### config.mk
export PLATFORM = sky130hd
export DESIGN_NAME = note_detector
export DESIGN_NICKNAME = d
export VERILOG_FILES = /design/src/rtl/note_detector.sv
export SDC_FILE = /design/constraint.sdc
export NUM_CORES = 1
export LEC_CHECK = 0
export ABC_AREA = 1
export BUFFER_PORTS_ARGS = -buffer_cell sky130_fd_sc_hd__buf_2
export CAP_MARGIN = 20
export CORE_MARGIN = 3
export CORE_UTILIZATION = 55
export DETAILED_ROUTE_END_ITERATION = 12
export PLACE_DENSITY_LB_ADDON = 0.05
export SLEW_MARGIN = 10
export SYNTH_ARGS = -nofsm -noshare
export SYNTH_HDL_FRONTEND = slang
export SYNTH_SLANG_ARGS = --single-unit
export TNS_END_PERCENT = 30
### constraint.sdc
create_clock -name clk -period 6.2 [get_ports clk]
set_input_delay 0.31 -clock clk [delete_from_list [all_inputs] [get_ports clk]]
set_output_delay 0.31 -clock clk [all_outputs]
set_load 0.01 [all_outputs]
### src/rtl/note_detector.sv
// Tone-period note detector: measures rising-edge to rising-edge intervals of a
// square-wave input and classifies them into one of seven scale notes with debouncing.
module note_detector #(
    parameter int          CNT_W       = 20,
    parameter int unsigned TIMEOUT_CYC = 1000000,
    parameter int unsigned TOL_CYC     = 4000,
    parameter int unsigned STABLE_N    = 2,
    parameter int unsigned P_DO        = 382263,
    parameter int unsigned P_RE        = 340599,
    parameter int unsigned P_MI        = 303398,
    parameter int unsigned P_FA        = 286368,
    parameter int unsigned P_SOL       = 255102,
    parameter int unsigned P_LA        = 227272,
    parameter int unsigned P_SI        = 202511
) (
    input  logic             clk,
    input  logic             rst,
    input  logic             tone_in,
    output logic [2:0]       note_idx,
    output logic             note_valid,
    output logic             note_strobe,
    output logic [CNT_W-1:0] period,
    output logic             no_signal
);

    typedef enum logic {
        S_IDLE,
        S_MEASURE
    } state_t;

    localparam logic [2:0]       NOTE_NONE = 3'd7;
    localparam logic [2:0]       STABLE_V  = 3'(STABLE_N);
    localparam logic [CNT_W-1:0] TIMEOUT_V = CNT_W'(TIMEOUT_CYC);
    localparam logic [CNT_W-1:0] CNT_ONE   = CNT_W'(1);

    // Index 0 is do, index 6 is si.
    localparam logic [6:0][31:0] NOMINAL = {P_SI, P_LA, P_SOL, P_FA, P_MI, P_RE, P_DO};

    // Input conditioning
    logic sync1_reg;
    logic sync2_reg;
    logic prev_reg;
    logic tone_edge_reg;

    always_ff @(posedge clk) begin
        if (rst) begin
            sync1_reg     <= 1'b0;
            sync2_reg     <= 1'b0;
            prev_reg      <= 1'b0;
            tone_edge_reg <= 1'b0;
        end else begin
            sync1_reg     <= tone_in;
            sync2_reg     <= sync1_reg;
            prev_reg      <= sync2_reg;
            tone_edge_reg <= sync2_reg & ~prev_reg;
        end
    end

    // Measurement and decision state
    state_t           state_reg,  state_next;
    logic [CNT_W-1:0] cnt_reg,    cnt_next;
    logic [2:0]       cand_reg,   cand_next;
    logic [2:0]       match_reg,  match_next;
    logic [2:0]       note_reg,   note_next;
    logic             valid_reg,  valid_next;
    logic             strobe_reg, strobe_next;
    logic [CNT_W-1:0] period_reg, period_next;
    logic             nosig_reg,  nosig_next;

    // Per-note window match on the current count; windows are inclusive and
    // the lower bound clamps at zero so a small nominal cannot wrap.
    logic [6:0] class_hit;

    generate
        for (genvar gi = 0; gi < 7; gi++) begin : g_window
            localparam logic [CNT_W:0] WIN_LO = (NOMINAL[gi] > TOL_CYC) ?
                                                (CNT_W+1)'(NOMINAL[gi] - TOL_CYC) : '0;
            localparam logic [CNT_W:0] WIN_HI = (CNT_W+1)'(NOMINAL[gi] + TOL_CYC);
            assign class_hit[gi] = ({1'b0, cnt_reg} >= WIN_LO) &&
                                   ({1'b0, cnt_reg} <= WIN_HI);
        end
    endgenerate

    logic [2:0] class_idx;

    always_comb begin
        class_idx = NOTE_NONE;
        for (int k = 0; k < 7; k++) begin
            if (class_hit[k]) begin
                class_idx = 3'(k);
            end
        end
    end

    logic [2:0] cand_upd;
    logic [2:0] match_upd;

    always_comb begin
        state_next  = state_reg;
        cnt_next    = cnt_reg;
        cand_next   = cand_reg;
        match_next  = match_reg;
        note_next   = note_reg;
        valid_next  = valid_reg;
        strobe_next = 1'b0;
        period_next = period_reg;
        nosig_next  = nosig_reg;
        cand_upd    = cand_reg;
        match_upd   = match_reg;

        case (state_reg)
            S_IDLE: begin
                // First edge only opens a period; nothing to classify yet.
                if (tone_edge_reg) begin
                    cnt_next   = CNT_ONE;
                    state_next = S_MEASURE;
                end
            end

            S_MEASURE: begin
                if (tone_edge_reg) begin
                    period_next = cnt_reg;
                    cnt_next    = CNT_ONE;
                    nosig_next  = 1'b0;
                    if (class_idx == NOTE_NONE) begin
                        note_next  = NOTE_NONE;
                        valid_next = 1'b0;
                        cand_next  = NOTE_NONE;
                        match_next = 3'd0;
                    end else begin
                        if (class_idx == cand_reg) begin
                            cand_upd  = cand_reg;
                            match_upd = (match_reg >= STABLE_V) ? STABLE_V : match_reg + 3'd1;
                        end else begin
                            cand_upd  = class_idx;
                            match_upd = 3'd1;
                        end
                        cand_next  = cand_upd;
                        match_next = match_upd;
                        // Strobe only when the confirmed note actually changes.
                        if ((match_upd >= STABLE_V) &&
                            (!valid_reg || (note_reg != cand_upd))) begin
                            note_next   = cand_upd;
                            valid_next  = 1'b1;
                            strobe_next = 1'b1;
                        end
                    end
                end else if (cnt_reg == TIMEOUT_V) begin
                    nosig_next = 1'b1;
                    note_next  = NOTE_NONE;
                    valid_next = 1'b0;
                    cand_next  = NOTE_NONE;
                    match_next = 3'd0;
                    state_next = S_IDLE;
                end else begin
                    cnt_next = cnt_reg + CNT_ONE;
                end
            end

            default: begin
                state_next = S_IDLE;
            end
        endcase
    end

    always_ff @(posedge clk) begin
        if (rst) begin
            state_reg  <= S_IDLE;
            cnt_reg    <= '0;
            cand_reg   <= NOTE_NONE;
            match_reg  <= 3'd0;
            note_reg   <= NOTE_NONE;
            valid_reg  <= 1'b0;
            strobe_reg <= 1'b0;
            period_reg <= '0;
            nosig_reg  <= 1'b1;
        end else begin
            state_reg  <= state_next;
            cnt_reg    <= cnt_next;
            cand_reg   <= cand_next;
            match_reg  <= match_next;
            note_reg   <= note_next;
            valid_reg  <= valid_next;
            strobe_reg <= strobe_next;
            period_reg <= period_next;
            nosig_reg  <= nosig_next;
        end
    end

    assign note_idx    = note_reg;
    assign note_valid  = valid_reg;
    assign note_strobe = strobe_reg;
    assign period      = period_reg;
    assign no_signal   = nosig_reg;

endmodule

After elaboration in Yosys (flattened, before gate mapping) --
Index checks and enable logic that the tools add are counted.
Operators by class: $add $sub $neg 2, order comparisons 16, equality and inequality tests 7, multiplexer cells 40, bitwise logic cells 4, reduce and logical (&&, ||, !) cells 16
Operators with widths (number):
- greater-or-equal comparator 20 x 19 -> 1 bit (second input constant) | 4
- <= comparator 20 x 19 -> 1 bit (second input constant) | 4
- 2-to-1 mux 3 bit | 25
- greater-or-equal comparator 20 x 18 -> 1 bit (second input constant) | 3
- <= comparator 20 x 18 -> 1 bit (second input constant) | 3
- 2-to-1 mux 20 bit | 3
- case mux 20 bit (2 select lines) | 1
- adder 20 x 1 -> 20 bit (second input constant) | 1
- == test 20 bit (second input constant) | 1
- 2-to-1 mux 1 bit | 10
- logical AND 1 bit | 8
- greater-or-equal comparator 3 x 2 -> 1 bit (second input constant) | 2
- AND reduction 2 bit | 3
- OR reduction 4 bit | 1
- adder 3 x 1 -> 3 bit (second input constant) | 1
- == test 3 bit | 1
- == test 3 bit (second input constant) | 1
- != test 3 x 1 -> 1 bit (second input constant) | 1
- != test 3 bit | 1
- != test 3 bit (second input constant) | 1
- inverter 1 bit | 3
- AND reduction 3 bit | 1
- != test 2 bit (second input constant) | 1
- case mux 1 bit (2 select lines) | 1
- other kinds (4) | 4
Storage, ports and cells: bits in registers 57, output and inout bits 26, logic and storage cells 98

Logic depth before layout (Yosys ltp) --
depth in word-level cells 20, mapped depth 22

Worst setup path before layout --
Ideal clock, no wire load.
kind register -> register, from reg cnt_reg[0], to reg note_reg[0], in the netlist note_idx[0], arrival 1.993 ns, data required time 6.084 ns, slack 4.091 ns, stages on the path, launching flop included 21, path buffers 0, clock period less this slack 2.109 ns, path through dfxtp_1 > inv_1 > ha_1 > nand2_1 > nand3_1 > o21bai_1 > nand2_1 > nand2_1 > nand2_1 > nand2_1 > nand2_1 > nor2_2 > inv_1 > nand2_1 > nand2_1 > nor2_1 > nand4_1 > nand2_2 > nand3_1 > o21ai_1 > nand2_1
Between the ends: longest elaborated chain between the ends 19, elaborated cells on any way between the ends 49
RTL lines:
- start: declaration | line 61 | logic [CNT_W-1:0] cnt_reg, cnt_next;
- start signal: assignment | line 179 | cnt_reg <= cnt_next;
- branches (longest 19 deep; another with greater-or-equal comparator 20 x 19 -> 1 bit)
- end signal: assignment | line 182 | note_reg <= note_next;
- end: declaration | line 64 | logic [2:0] note_reg, note_next;
Several ways; the timed one is not identified. The select of a mux whose other input is x is not followed. A chain may end at the register's enable or synchronous reset.

Worst setup path in the final report --
from reg cnt_reg[8], to reg note_reg[0], in the netlist note_idx[0]
Same word-level chain as after synthesis.

==> key figures <==
Critical path
  – CP arrival: 3.06 ns
  – Crit-path max FO: 11
  – Slowest stage delay, CP: 0.64 ns
  – Crit-path slowest cell: dfxtp_1
  – Most used cell, CP: nand2_1
  – Critical path buffers and inverters: 2
  – CP delay by family, top: simple AND/OR/NAND/NOR gates
  – Crit path kind: flip-flop to flip-flop
  – Cell breakdown of the critical path: nand2_1 > nor2_4 > inv_1 > nand2_1 > nand2_1 > nand3_1 > nand2_1 > nand2_1 > nand2_1 > nor2_2 > inv_1 > nand2_1 > nand2_1 > nor2_1 > nand4_1 > nand2_2 > nand3_1 > o21ai_1 > nand2_1
  – Critical Path RT: 6.45 ns
  – Startpoint types: flip-flop
  – CP Capture Type: flip-flop

Floorplanning
  – # rows: 28
  – Die height: 87.2 um
  – Die Area: 0.00761 sq mm
  – Starting density of the core: 58.8%
  – IO Count: 29
  – CORE AREA: 0.00617 sq mm
  – Die span in x: 87.2 um

CTS
  – Num CTS Buffers: 9
  – Clock Path Buffers: 2
  – Latest clock arrival within the worst-skew pair: 0.35 ns
  – Hold_buf cts: 0
  – Clock slew at reported path FFs: 0.07 ns
  – H-tree depth: 3
  – Postcts setup bufs: 0
  – CTS resizes: 0
  – CTS root buf: clkbuf_8
  – Clock sinks: 57
  – CTS tree: built

Placement
  – Post-Place Worst Slack: 3.45 ns
  – Port Buffers: 28
  – RePlAce Congestion: 1.14
  – Inst Count DP: 660
  – Dpl cell area: 0.00374 sq mm
  – Post-DP HPWL: 8790 um

STA
  – Final period util: 45.3%
  – Setup violators final: 0
  – RSZ-0062 raised after global routing: no
  – Max-Slew Margin vs Limit: 45.0%
  – Final TNS setup: 0 ns
  – Clk_skew: 0.00727 ns
  – Final hold viol count: 0
  – Max Fclk: 0.356 GHz
  – Setup ws final: 3.39 ns
  – Min Tclk post-route: 2.81 ns
  – Slew Limit Fails: 0
  – Slew @ Worst Pin: 0.822 ns

Drt
  – Via count: 4,043
  – Vias per cell: 5.97
  – Drt total wl: 11,800 um
  – Antenna Nets Post-Route: 0
  – Routed wire per std cell: 17.4 um
  – Remaining DRCs: 0
  – Iter 0 DRT Violations: 520
  – DR pass1 iterations: 5

Finish
  – Share of layout cells above drive strength 1: 13.6%
  – Nets: 605
  – FILL cells: 603
  – Antenna Cells: 0
  – Final Cell Area: 0.00393 sq mm
  – Final Non-Filler Cells: 677
  – Util after Layout: 63.7%
  – Area grow syn2layout: 8.21%

GRT
  – Remaining Overflow, GRT: 0
  – Total Routing Usage GR: 32.6%
  – Largest net degree at the start of global routing: 43
  – First-pass GRT wire length: 18,700 um
  – Vias in the first global route: 3,654
  – Antenna violations before repair: 0

Logic synthesis
  – FF+latch count, synth: 57
  – Synth Instances: 579
  – Most common cell in the netlist: nand2_1
  – EDFF count, synth: 0
  – Top post-synthesis cells by area: dfxtp_1 (31%), nand2_1 (13%), nor2_1 (8.1%)
  – Syn nets: 587
  – Synth area leader: dfxtp_1
  – Post-synth top area share: 31.4%
  – Yosys cell types: 41
  – Register area share after synthesis: 31.4%
  – Yosys warns: 0
  – Synth Cell Area: 0.00363 sq mm
  – Post-synth top flop: dfxtp_1
  – Syn_area_per_cell: 6.27 sq um
  – Top post-synthesis cells by count: nand2_1 (130), nor2_1 (78), inv_1 (61), dfxtp_1 (57), nand3_1 (47)
  – Ys async rst share: 0%

Power and ir drop
  – P per Cell Area: 180 mW/mm^2
  – Maximum vdd drop: 0.000154 V
  – Leakage: 0.00181 uW

Job
  – Max-cap viol count: 0

Hold path
  – HP Class: input pin to flip-flop

Status
  – Status: finished clean
==> metal layers <==
metal | wire, um | global-route usage (%) | vias to the layer above
met5 | 0 | 0 | -
met4 | 597 | 18.7 | 0
met3 | 1230 | 7.47 | 49
met2 | 4970 | 47.3 | 273
met1 | 5000 | 44.2 | 1798
li1 | - | - | 1923
==> cells by family after synthesis <==
logic type	synth area share [%]
xor+xnor	0.483
fa+ha+maj	1.72
buf+inv	11.2
simple gates	38.8
flops	31.4
compound gates	16.3
==> power breakdown <==
part	switching (uW)	internal, uW
Combinational	18.3	5.43
Clock	158	154
Sequential	2.26	369
Total	179	528
==> worst paths after layout <==
check                  start       endpoint  slack [ns]  depth (start not counted)
setup / recovery  cnt_reg[8]    note_idx[0]        3.39                         19
hold / removal       tone_in      sync1_reg        0.16                          3
setup reg to reg  cnt_reg[8]    note_idx[0]        3.39                         19
hold reg to reg     prev_reg  tone_edge_reg        0.40                          1
==> area by class of cell <==
type	instances	area [sq um]	area share [%]
Clock buffer	11	141	3.60
Clock inverter	5	31.3	0.797
Inverter	75	284	7.23
Multi-Input combinational cell	425	2080	53.0
Sequential cell	57	1140	29.1
Tap cell	75	93.8	2.39
Timing Repair Buffer	29	155	3.95
==> cell usage in the layout, fill, tap and decap left out, types with 5 or more instances in the layout <==
cell | Yosys | routed
a21oi_1 | 41 | 41
buf_2 | 5 | 28
clkbuf_8 | 0 | 10
dfxtp_1 | 57 | 57
ha_1 | 5 | 5
inv_1 | 61 | 61
inv_2 | 12 | 12
nand2_1 | 130 | 130
nand2_2 | 6 | 6
nand3_1 | 47 | 47
nand4_1 | 11 | 11
nor2_1 | 78 | 78
nor2_2 | 6 | 6
nor2_4 | 6 | 6
nor3_1 | 16 | 16
o21ai_0 | 39 | 39
==> through the flow <==
stage	hold WS [ns]	power (uW)
after floorplan	0.373	393
after global placement	0.377	401
after detailed placement	0.397	401
after CTS	0.151	712
after global routing	0.169	730
final	0.162	707
==> worst register-to-register path, delay by kind of cell, from the launching register on <==
kind / cells / cell delay (ns)
AOI/OAI and AO/OA: 1 / 0.12
buffers and inverters: 2 / 0.20
and+or+nand+nor: 16 / 1.74
DFF: 1 / 0.64
(Power assumes the default switching activity.)
